$ cat src/rtl/ccff_bitstream_loader.sv
// Feeds the tile configuration chain: prepends a sentinel header, serialises stream words MSB-first,
// and checks the sentinel as it returns from the chain tail to prove chain length and continuity.
module ccff_bitstream_loader #(
  parameter int                WORD_W    = 32,
  parameter int                CHAIN_LEN = 4096,
  parameter int                SENT_W    = 8,
  parameter logic [SENT_W-1:0] SENTINEL  = 8'hA5
) (
  input  logic              prog_clk,
  input  logic              prog_reset_n,
  input  logic              start,
  input  logic              abort,
  input  logic [WORD_W-1:0] s_data,
  input  logic              s_valid,
  output logic              s_ready,
  output logic              ccff_head,
  output logic              ccff_shift_en,
  input  logic              ccff_tail,
  output logic              busy,
  output logic              done,
  output logic              error
);

  localparam int TOTAL = CHAIN_LEN + SENT_W;
  localparam int NW    = $clog2(TOTAL + 1);
  localparam int CW    = $clog2(CHAIN_LEN + 1);
  localparam int BW    = $clog2(WORD_W + 1);

  localparam logic [2:0] ST_IDLE  = 3'd0;
  localparam logic [2:0] ST_HDR   = 3'd1;
  localparam logic [2:0] ST_LOAD  = 3'd2;
  localparam logic [2:0] ST_DONE  = 3'd3;
  localparam logic [2:0] ST_ERROR = 3'd4;

  logic [2:0]        state;
  logic [NW-1:0]     n;
  logic [CW-1:0]     cfg_left;
  logic [WORD_W-1:0] buf_q;
  logic [BW-1:0]     buf_cnt;
  logic [SENT_W-1:0] hdr_sh;
  logic [SENT_W-1:0] tail_sh;
  logic              mismatch;

  logic hdr_last, shifting, need_more, hs, tail_chk, tail_bad, finish;

  // n counts bits already driven onto ccff_head, so whenever ccff_shift_en is high the bit
  // being shifted on this edge has index n-1; the tail carries header bits once n-1 >= CHAIN_LEN.
  always_comb begin
    busy      = (state == ST_HDR) || (state == ST_LOAD);
    hdr_last  = (state == ST_HDR) && (n == NW'(SENT_W - 1));
    shifting  = (state == ST_LOAD) && (buf_cnt != '0) && (cfg_left != '0);
    need_more = shifting ? (cfg_left > CW'(1)) : (cfg_left != '0);
    s_ready   = !abort && ((state == ST_LOAD) || hdr_last) &&
                ((buf_cnt == '0) || ((buf_cnt == BW'(1)) && shifting)) && need_more;
    hs        = s_valid && s_ready;
    tail_chk  = ccff_shift_en && (n > NW'(CHAIN_LEN));
    tail_bad  = tail_chk && (ccff_tail != tail_sh[SENT_W-1]);
    finish    = (state == ST_LOAD) && ccff_shift_en && (n == NW'(TOTAL));
  end

  always_ff @(posedge prog_clk or negedge prog_reset_n) begin
    if (!prog_reset_n) begin
      state         <= ST_IDLE;
      n             <= '0;
      cfg_left      <= '0;
      buf_q         <= '0;
      buf_cnt       <= '0;
      hdr_sh        <= '0;
      tail_sh       <= '0;
      mismatch      <= 1'b0;
      ccff_head     <= 1'b0;
      ccff_shift_en <= 1'b0;
      done          <= 1'b0;
      error         <= 1'b0;
    end else if (abort) begin
      state         <= ST_IDLE;
      buf_cnt       <= '0;
      ccff_head     <= 1'b0;
      ccff_shift_en <= 1'b0;
      done          <= 1'b0;
      error         <= 1'b0;
    end else begin
      case (state)
        ST_HDR: begin
          ccff_head     <= hdr_sh[SENT_W-1];
          ccff_shift_en <= 1'b1;
          hdr_sh        <= hdr_sh << 1;
          n             <= n + NW'(1);
          mismatch      <= mismatch | tail_bad;
          if (tail_chk) tail_sh <= tail_sh << 1;
          if (hdr_last) state <= ST_LOAD;
          if (hs) begin
            buf_q   <= s_data;
            buf_cnt <= BW'(WORD_W);
          end
        end
        ST_LOAD: begin
          if (finish) begin
            ccff_shift_en <= 1'b0;
            ccff_head     <= 1'b0;
            buf_cnt       <= '0;
            if (mismatch || tail_bad) begin
              state <= ST_ERROR;
              error <= 1'b1;
            end else begin
              state <= ST_DONE;
              done  <= 1'b1;
            end
          end else begin
            mismatch      <= mismatch | tail_bad;
            ccff_shift_en <= shifting;
            if (tail_chk) tail_sh <= tail_sh << 1;
            if (shifting) begin
              ccff_head <= buf_q[WORD_W-1];
              buf_q     <= buf_q << 1;
              buf_cnt   <= buf_cnt - BW'(1);
              n         <= n + NW'(1);
              cfg_left  <= cfg_left - CW'(1);
            end
            // A refill overrides the drained buffer, giving back-to-back shifts across words.
            if (hs) begin
              buf_q   <= s_data;
              buf_cnt <= BW'(WORD_W);
            end
          end
        end
        default: begin
          ccff_shift_en <= 1'b0;
          if (start) begin
            state    <= ST_HDR;
            n        <= '0;
            cfg_left <= CW'(CHAIN_LEN);
            buf_cnt  <= '0;
            hdr_sh   <= SENTINEL;
            tail_sh  <= SENTINEL;
            mismatch <= 1'b0;
            done     <= 1'b0;
            error    <= 1'b0;
          end
        end
      endcase
    end
  end

endmodule

$ cat config.mk
export PLATFORM = sky130hd
export DESIGN_NAME = ccff_bitstream_loader
export DESIGN_NICKNAME = d
export VERILOG_FILES = /design/src/rtl/ccff_bitstream_loader.sv
export SDC_FILE = /design/constraint.sdc
export NUM_CORES = 1
export LEC_CHECK = 0
export CAP_MARGIN = 20
export CORE_MARGIN = 8
export CORE_UTILIZATION = 45
export DETAILED_ROUTE_END_ITERATION = 10
export HOLD_SLACK_MARGIN = 0.15
export PLACE_DENSITY = 0.64
export SYNTH_ARGS = -nofsm -noshare
export SYNTH_HDL_FRONTEND = slang
export SYNTH_SLANG_ARGS = --single-unit
export TNS_END_PERCENT = 10
$ cat constraint.sdc
create_clock -name prog_clk -period 3.65 [get_ports prog_clk]
set_clock_uncertainty 0.1 [all_clocks]
set_input_delay 0.73 -clock prog_clk [delete_from_list [all_inputs] [get_ports prog_clk]]
set_output_delay 0.73 -clock prog_clk [all_outputs]
set_load 0.03 [all_outputs]
* Word-level counts from Yosys, hierarchy flattened
Cells that the tools add are included.
Cells by class: mux-type cells 50, reductions and logical operators 37, bitwise gates (word level) 4, eq/ne operators 18, add/subtract/negate cells 3, $lt $le $gt $ge 2
Operators by type and width (count):
- $mux W32 | 4
- $mux W13 | 6
- $pmux W32 S2 | 1
- $pmux W13 S2 | 2
- $mux W6 | 6
- $pmux W8 S2 | 2
- $mux W8 | 3
- $mux W3 | 5
- $ne A3 B3 Y1 const B | 5
- $mux W1 | 14
- $add A13 B1 Y13 const B | 1
- $eq A13 B13 Y1 const B | 1
- $eq A13 B3 Y1 const B | 1
- $gt A13 B1 Y1 const B | 1
- $gt A13 B13 Y1 const B | 1
- $reduce_bool A13 Y1 | 1
- $sub A13 B1 Y13 const B | 1
- $logic_and A1 B1 Y1 | 12
- $pmux W6 S2 | 1
- $reduce_and A3 Y1 | 4
- $reduce_and A4 Y1 | 3
- $pmux W1 S2 | 5
- $reduce_and A5 Y1 | 2
- $reduce_bool A3 Y1 | 3
- 19 further kinds | 29
Storage, ports and cells: logic and storage cells 126, register bits after elaboration 88

* Longest topological paths before layout
Gate-level depths: netlist (run 1).
depth after elaboration 12, depth in mapped cells 10, depth with buffers taken out 8

* Least setup slack after synthesis (run 1)
Ideal clock, no wire load.
kind input-to-reg, start point input port abort, end point register buf_q[0], library setup time 125 ps, arrival time 2775 ps, path slack 650 ps, stages on the path 8, cell sequence clkbuf_1 -> inv_1 -> nand4_1 -> a2111oi_4 -> nand2_1 -> a21oi_4 -> buf_6 -> mux2_4
On the way: word-level cells in the longest chain between the ends 8, elaborated cells on any way between the ends 12, classes of those cells 2 x eq/ne; 3 x mux; 1 x bitwise; 6 x reduce/logical
RTL lines:
- from (decl) | RTL line 12 | input logic abort,
- $logic_not A1 Y1 * | RTL line 53 | s_ready = !abort && ((state == ST_LOAD) || hdr_last) &&
- $logic_and A1 B1 Y1 * (2 in series) | RTL line 53
- $logic_and A1 B1 Y1 * | RTL line 54 | ((buf_cnt == '0) || ((buf_cnt == BW'(1)) && shifting)) && need_more;
- via s_ready | RTL line 15 | output logic s_ready,
- $logic_and A1 B1 Y1 * | RTL line 55 | hs = s_valid && s_ready;
- $mux W32 | RTL line 121 | if (hs) begin
- $mux W32 | RTL line 98 | if (finish) begin
- $pmux W32 S2 | RTL line 83 | case (state)
- to (signal assigned) | RTL line 93 | buf_q <= s_data;
- to (signal assigned) | RTL line 115 | buf_q <= buf_q << 1;
- to (signal assigned) | RTL line 122 | buf_q <= s_data;
- to (decl) | RTL line 38 | logic [WORD_W-1:0] buf_q;
The timed path passes the listed nets; every way through them passes the cells marked *. The select of a mux whose other input is x is not followed. A chain may end at the register's enable or synchronous reset.

* Worst setup path after layout (run 1)
start point register cfg_left[0], end point output port s_ready
On the way: word-level cells in the longest chain between the ends 6, elaborated cells on any way between the ends 8, classes of those cells 1 x order compare; 1 x mux; 6 x reduce/logical
RTL lines:
- from (decl) | RTL line 37 | logic [CW-1:0] cfg_left;
- from (signal assigned) | RTL line 118 | cfg_left <= cfg_left - CW'(1);
- from (signal assigned) | RTL line 132 | cfg_left <= CW'(CHAIN_LEN);
- parallel branches: the longest is 5 deep, another holds $gt A13 B1 Y1
- $logic_and A1 B1 Y1 * | RTL line 54
- to (decl) | RTL line 15
Every way passes the cells marked *.

==> flow_summary.toml, run 1 <==
[synth]
synth-simple-area-share_pct = 15.2
synth_compound_area_share_pct = 13.9
synthArstFlopShare_pct = 100
syn_area_mm2 = 0.00484
synth_fa_ha_area_share_pct = 1.81
yosys_warnings = 0
synth_mux_area_share_pct = 17.0
syn_inst = 430
ys_types = 62
synth_flop_cell = "dfrtp_1"
synth_area_per_cell_um2 = 11.2
synth.largest_area_cell = "dfrtp_1"
synth_fp_nets = 475
synth-seq-area-share_pct = 45.5
synth_area_leaders = "dfrtp_1, mux2_4, mux2_2, mux2_1, nor2_1"
synth_edf_count = 0
synthXorXnorAreaFrac_pct = 3.08
ys_ff_latch = 88
synth_top_family_by_area = "multiplexers"
yosysTopAreaCellShare_pct = 45.5

[worst_setup_path]
rr_worst_depth = 7
crit_type = "reg2out"
crit_arrival_ns = 2.18
critPathLaunchType = "flip-flop"
endpoint_kind = "primary output"
cp_max_fo = 6
cp.required_ns = 2.82

[grt]
grtUsageTotal_pct = 14.4
grt_max_degree = 52
antenna_found_initial = 0
overflow = 0
grt_pass1_wl_mm = 17.0
grt_pass1_vias = 3504

[cells_and_area]
final_layout_size_suffix_gt1_share_pct = 20.7
n_fill_cell = 968
final_net_count = 527
n_antenna_cell = 0
syn2layout_area_growth_pct = 17.1

[clock_network]
cts-root-buf = "clkbuf_8"
cts_buffers = 9
cts.sinks = 88
clk_pin_slew_ns = 0.09
hold_buffers = 0
cts.repair.resized = 0
postCtsSetupRepairBufs = 0
clock_latency_ns = 0.36
cts_tree = "yes"
htree_levels = 3
cts_buffer_depth = 2

[drt]
num_vias = 3409
antenna_left = 0
wl_met3_um = 382
wl_met2_mm = 4.53
wl_per_cell_um = 15.8
firstDrtPassIters = 4
highest_layer = "met4"
viasPerCell = 5.44
wl_met1_mm = 4.79
drt_first_iter_violations = 184
wl_mm = 9.90
drc = 0

[timing]
clock.fmax_ghz = 0.332
fin_ws_ns = 0.637
fin_tns_setup_ns = 0
rsz0062_at_grt = "false"
drv_slew = 0
tightestPinTransition_ns = 0.797
min_period_ns = 3.01
hold_viol_final = 0
max_slew_margin_pct = 46.6
post-route-period-util_pct = 82.6
finalSetupViolations = 0

[floorplan]
start_util_pct = 45.4
die_h_um = 120
io_pins = 44
fp-row-count = 38
die_area_mm2 = 0.0143
core_mm2 = 0.0107
die_w_um = 120

[placement]
place_ws_ns = 0.360
dp_hpwl_mm = 7.14
gp_congestion = 0.830
port_buffers = 43

[power]
total_power_mw = 4.15
p_per_area_mw_per_mm2 = 733
ir_drop_uv = 334
p_leak_nw = 2.41

[hold_path]
worstHoldPathType = "in2async"

[flow_run]
cap_violations = 0

[status]
status = "finished clean"
==> flip-flops by register name, summed over array words and instances, names as in the netlist <==
name           flops
ccff_head          1
hdr_sh             8
buf_cnt            6
ccff_shift_en      1
done               1
error              1
cfg_left          13
tail_sh            8
buf_q             32
n                 13
state              3
mismatch           1
==> layer usage <==
metal,GRT usage [%],up-vias
li1,-,1670
met1,18.9,1651
met2,22.8,72
met3,3.38,16
met4,4.92,0
met5,0,-
==> cells in the mapped netlist (3+ instances only) <==
master / number
nand2_1: 30
nor4_4: 3
inv_1: 16
mux2_2: 19
nand3b_1: 4
nor2b_1: 3
o21ai_0: 15
a22o_1: 10
ha_1: 7
nand2b_1: 3
mux2_4: 30
o21a_1: 4
nor4_1: 6
nand3_1: 15
xor2_1: 10
clkbuf_1: 8
a21oi_1: 14
dfrtp_1: 88
buf_6: 6
nor2_1: 40
a31oi_1: 10
o22a_1: 4
nand4_1: 5
nor3_1: 6
mux2_1: 14
o21ai_1: 5
xnor2_1: 7
==> worst paths after layout <==
check | slack, ns | start | endpoint
worst max-delay path | 0.64 | cfg_left[0] | s_ready
worst min-delay path | 0.29 | prog_reset_n | tail_sh[1]
worst max register to register | 0.68 | cfg_left[3] | buf_q[31]
worst min register to register | 0.38 | hdr_sh[2] | hdr_sh[2]
max in group asynchronous | 2.44 | prog_reset_n | buf_cnt[4]
min in group prog_clk | 0.38 | hdr_sh[2] | hdr_sh[2]
==> metrics by stage <==
stage	cell area, um^2	util [%]	instances	hold WS [ns]
6_report	5660	53.2	627	0.288
5_1_grt	5660	53.2	627	0.332
4_1_cts	5660	53.2	627	0.309
3_5_place_dp	5450	51.2	611	0.357
3_3_place_gp	5440	51.1	610	0.350
2_1_floorplan	4840	-	430	0.334
==> cell families after synthesis <==
logic type	count (synthesis)
AO/OA/AOI/OAI	89
XOR/XNOR	17
adder cells (fa/ha/maj)	7
buffers and inverters	33
flip-flops	88
multiplexers	63
AND/OR/NAND/NOR	133
==> worst max-delay path: stages, from the launching register on <==
cell       delay (ns)
dfrtp_1          0.43
inv_1            0.06
ha_1             0.25
o311a_1          0.41
a2111oi_4        0.43
buf_4            0.25
==> where the power goes <==
group / switching (mW) / internal [mW] / leakage [nW] / total (mW)
Combinational: 0.950 / 0.945 / 1.20 / 1.89
Sequential: 0.237 / 1.30 / 1.11 / 1.54
Clock: 0.374 / 0.345 / 0.101 / 0.719
==> cell type report <==
class / instances / area, um^2 / share of cell area (%)
inverter: 17 / 63.8 / 1.13
timing repair buffer: 57 / 547 / 9.66
clock inverter: 6 / 73.8 / 1.30
tap: 140 / 175 / 3.09
multi-input combinational: 309 / 2460 / 43.5
sequential: 88 / 2200 / 38.9
clock buffer: 10 / 138 / 2.43
==> placed cells by master, fill, tap and decap left out, types with 5 or more instances in the layout <==
cell	instances
mux2_2	19
nand3_1	15
clkdlybuf4s50_1	41
dfrtp_1	88
mux2_1	14
nand4_1	5
a22o_1	10
nor4_1	6
inv_1	16
o21ai_0	15
a31oi_1	10
o21ai_1	5
nand2_1	30
buf_4	14
a21oi_1	14
nor2_1	40
mux2_4	30
ha_1	7
xor2_1	10
clkbuf_8	10
xnor2_1	7
nor3_1	6
(Power assumes the default switching activity.)
==> run 2, diff against run 1 <==
==> constraint.sdc (replaced) <==
create_clock -name prog_clk -period 3.1 [get_ports prog_clk]
set_clock_uncertainty 0.1 [all_clocks]
set_input_delay 0.62 -clock prog_clk [delete_from_list [all_inputs] [get_ports prog_clk]]
set_output_delay 0.62 -clock prog_clk [all_outputs]
set_load 0.03 [all_outputs]
==> run 2 against run 1 <==
Setup slack lost 0.50 ns. Largest power group unchanged. Utilization increased by 0.93 points. Critical path type unchanged. Die area stayed put. Worst hold slack gained 0.093 ns.
==> flow_summary.toml, run 2 (synthesis gave the netlist of run 1 again) <==
[hold_path]
min_from = "hdr_sh[2]"
worstHoldPathType = "reg2reg"

[power]
p_leak_nw = 2.46
p_per_area_mw_per_mm2 = 869
total_power_mw = 5.01
ir_drop_uv = 347

[drt]
num_vias = 3469
drt_first_iter_violations = 133
drc = 0
firstDrtPassIters = 4
antenna_left = 0
wl_per_cell_um = 16.3
wl_mm = 10.3
viasPerCell = 5.47

[timing]
clock.fmax_ghz = 0.338
rsz0062_at_grt = "false"
post-route-period-util_pct = 95.5
drv_slew = 0
finalSetupViolations = 0
max_slew_margin_pct = 51.8
hold_viol_final = 0
fin_tns_setup_ns = 0
tightestPinTransition_ns = 0.721
min_period_ns = 2.96

[cells_and_area]
syn2layout_area_growth_pct = 19.1
final_net_count = 534
utilization_pct = 54.1
final_common_cell = "dfrtp_1"
largest_reg_flops = 32
final_cell_mix = "dfrtp_1, clkdlybuf4s50_1, nor2_1"
top_regs = "buf_q x32, cfg_left x13, n x13"
final_layout_size_suffix_gt1_share_pct = 21.5
largest-register = "buf_q"
n_antenna_cell = 0

[worst_setup_path]
crit_arrival_ns = 2.24
endpoint_kind = "primary output"
crit_type = "reg2out"
rrSetupSlack_ns = 0.35
crit_path_start = "cfg_left[0]"
critPathLaunchType = "flip-flop"
r2r_start = "cfg_left[0]"
cp.required_ns = 2.38
cp_max_fo = 6

[placement]
dp_hpwl_mm = 7.40
gp_congestion = 0.841
port_buffers = 43

[grt]
grt_pass1_vias = 3642
overflow = 0
antenna_found_initial = 0
grt_pass1_wl_mm = 17.7
grt_max_degree = 48
grtUsageTotal_pct = 15.0

[flow_run]
cap_violations = 0

[clock_network]
cts.sinks = 88
cts.repair.resized = 0
clk_pin_slew_ns = 0.08
postCtsSetupRepairBufs = 0
cts_tree = "yes"
cts_buffer_depth = 2
hold_buffers = 1
cts_buffers = 9
clock_latency_ns = 0.36
htree_levels = 3
cts-root-buf = "clkbuf_8"

[floorplan]
die_h_um = 120
core_mm2 = 0.0107
die_w_um = 120
io_pins = 44
fp-row-count = 38
die_area_mm2 = 0.0143
start_util_pct = 45.4

[status]
status = "finished clean"
## run 2: metrics by stage
step	setup slack (ns)	hold WS, ns	instances	area [um^2]
after floorplan	0.209	0.224	430	4840
after detailed placement	0.188	0.366	617	5530
after CTS	0.116	0.389	634	5760
after global placement	0.227	0.352	616	5520
after global routing	0.0149	0.404	634	5760
final	0.140	0.381	634	5760
## run 2: layout make-up
| cell class | count | area [um^2] |
|---|---|---|
| Tap cell | 140 | 175 |
| Multi-Input combinational cell | 309 | 2460 |
| Timing Repair Buffer | 64 | 636 |
| Sequential cell | 88 | 2200 |
| Inverter | 17 | 63.8 |
| Clock buffer | 11 | 141 |
| Fill cell | 948 | 4890 |
| Clock inverter | 5 | 80.1 |
## run 2: per-layer routing
metal / GRT usage (%) / wire length, um / part of all wire [%]
met3: 2.87 / 329 / 3.2
met5: 0 / 0 / 0
met2: 24.6 / 4990 / 48
met4: 5.93 / 93 / 0.90
met1: 19.2 / 4910 / 48
## run 2: where the power goes
part / total [mW] / internal (mW) / switching, mW / leakage (nW)
Combinational: 2.30 / 1.17 / 1.13 / 1.24
Clock: 0.887 / 0.475 / 0.412 / 0.106
Sequential: 1.82 / 1.53 / 0.285 / 1.11
## run 2: worst paths after layout
path                                    to  depth (start not counted)
min in group asynchronous       tail_sh[4]                          2
worst max-delay path               s_ready                          6
max in group asynchronous        buf_q[17]                          3
worst min-delay path             hdr_sh[2]                          2
worst max register to register  buf_cnt[4]                          8
worst min register to register   hdr_sh[2]                          2
## run 2: worst max-delay path, cell delays in order, from the launching register on
cell	delay (ns)
dfrtp_1	0.44
inv_1	0.07
ha_1	0.24
o311a_1	0.41
a2111oi_4	0.38
buf_4	0.19
buf_4	0.15
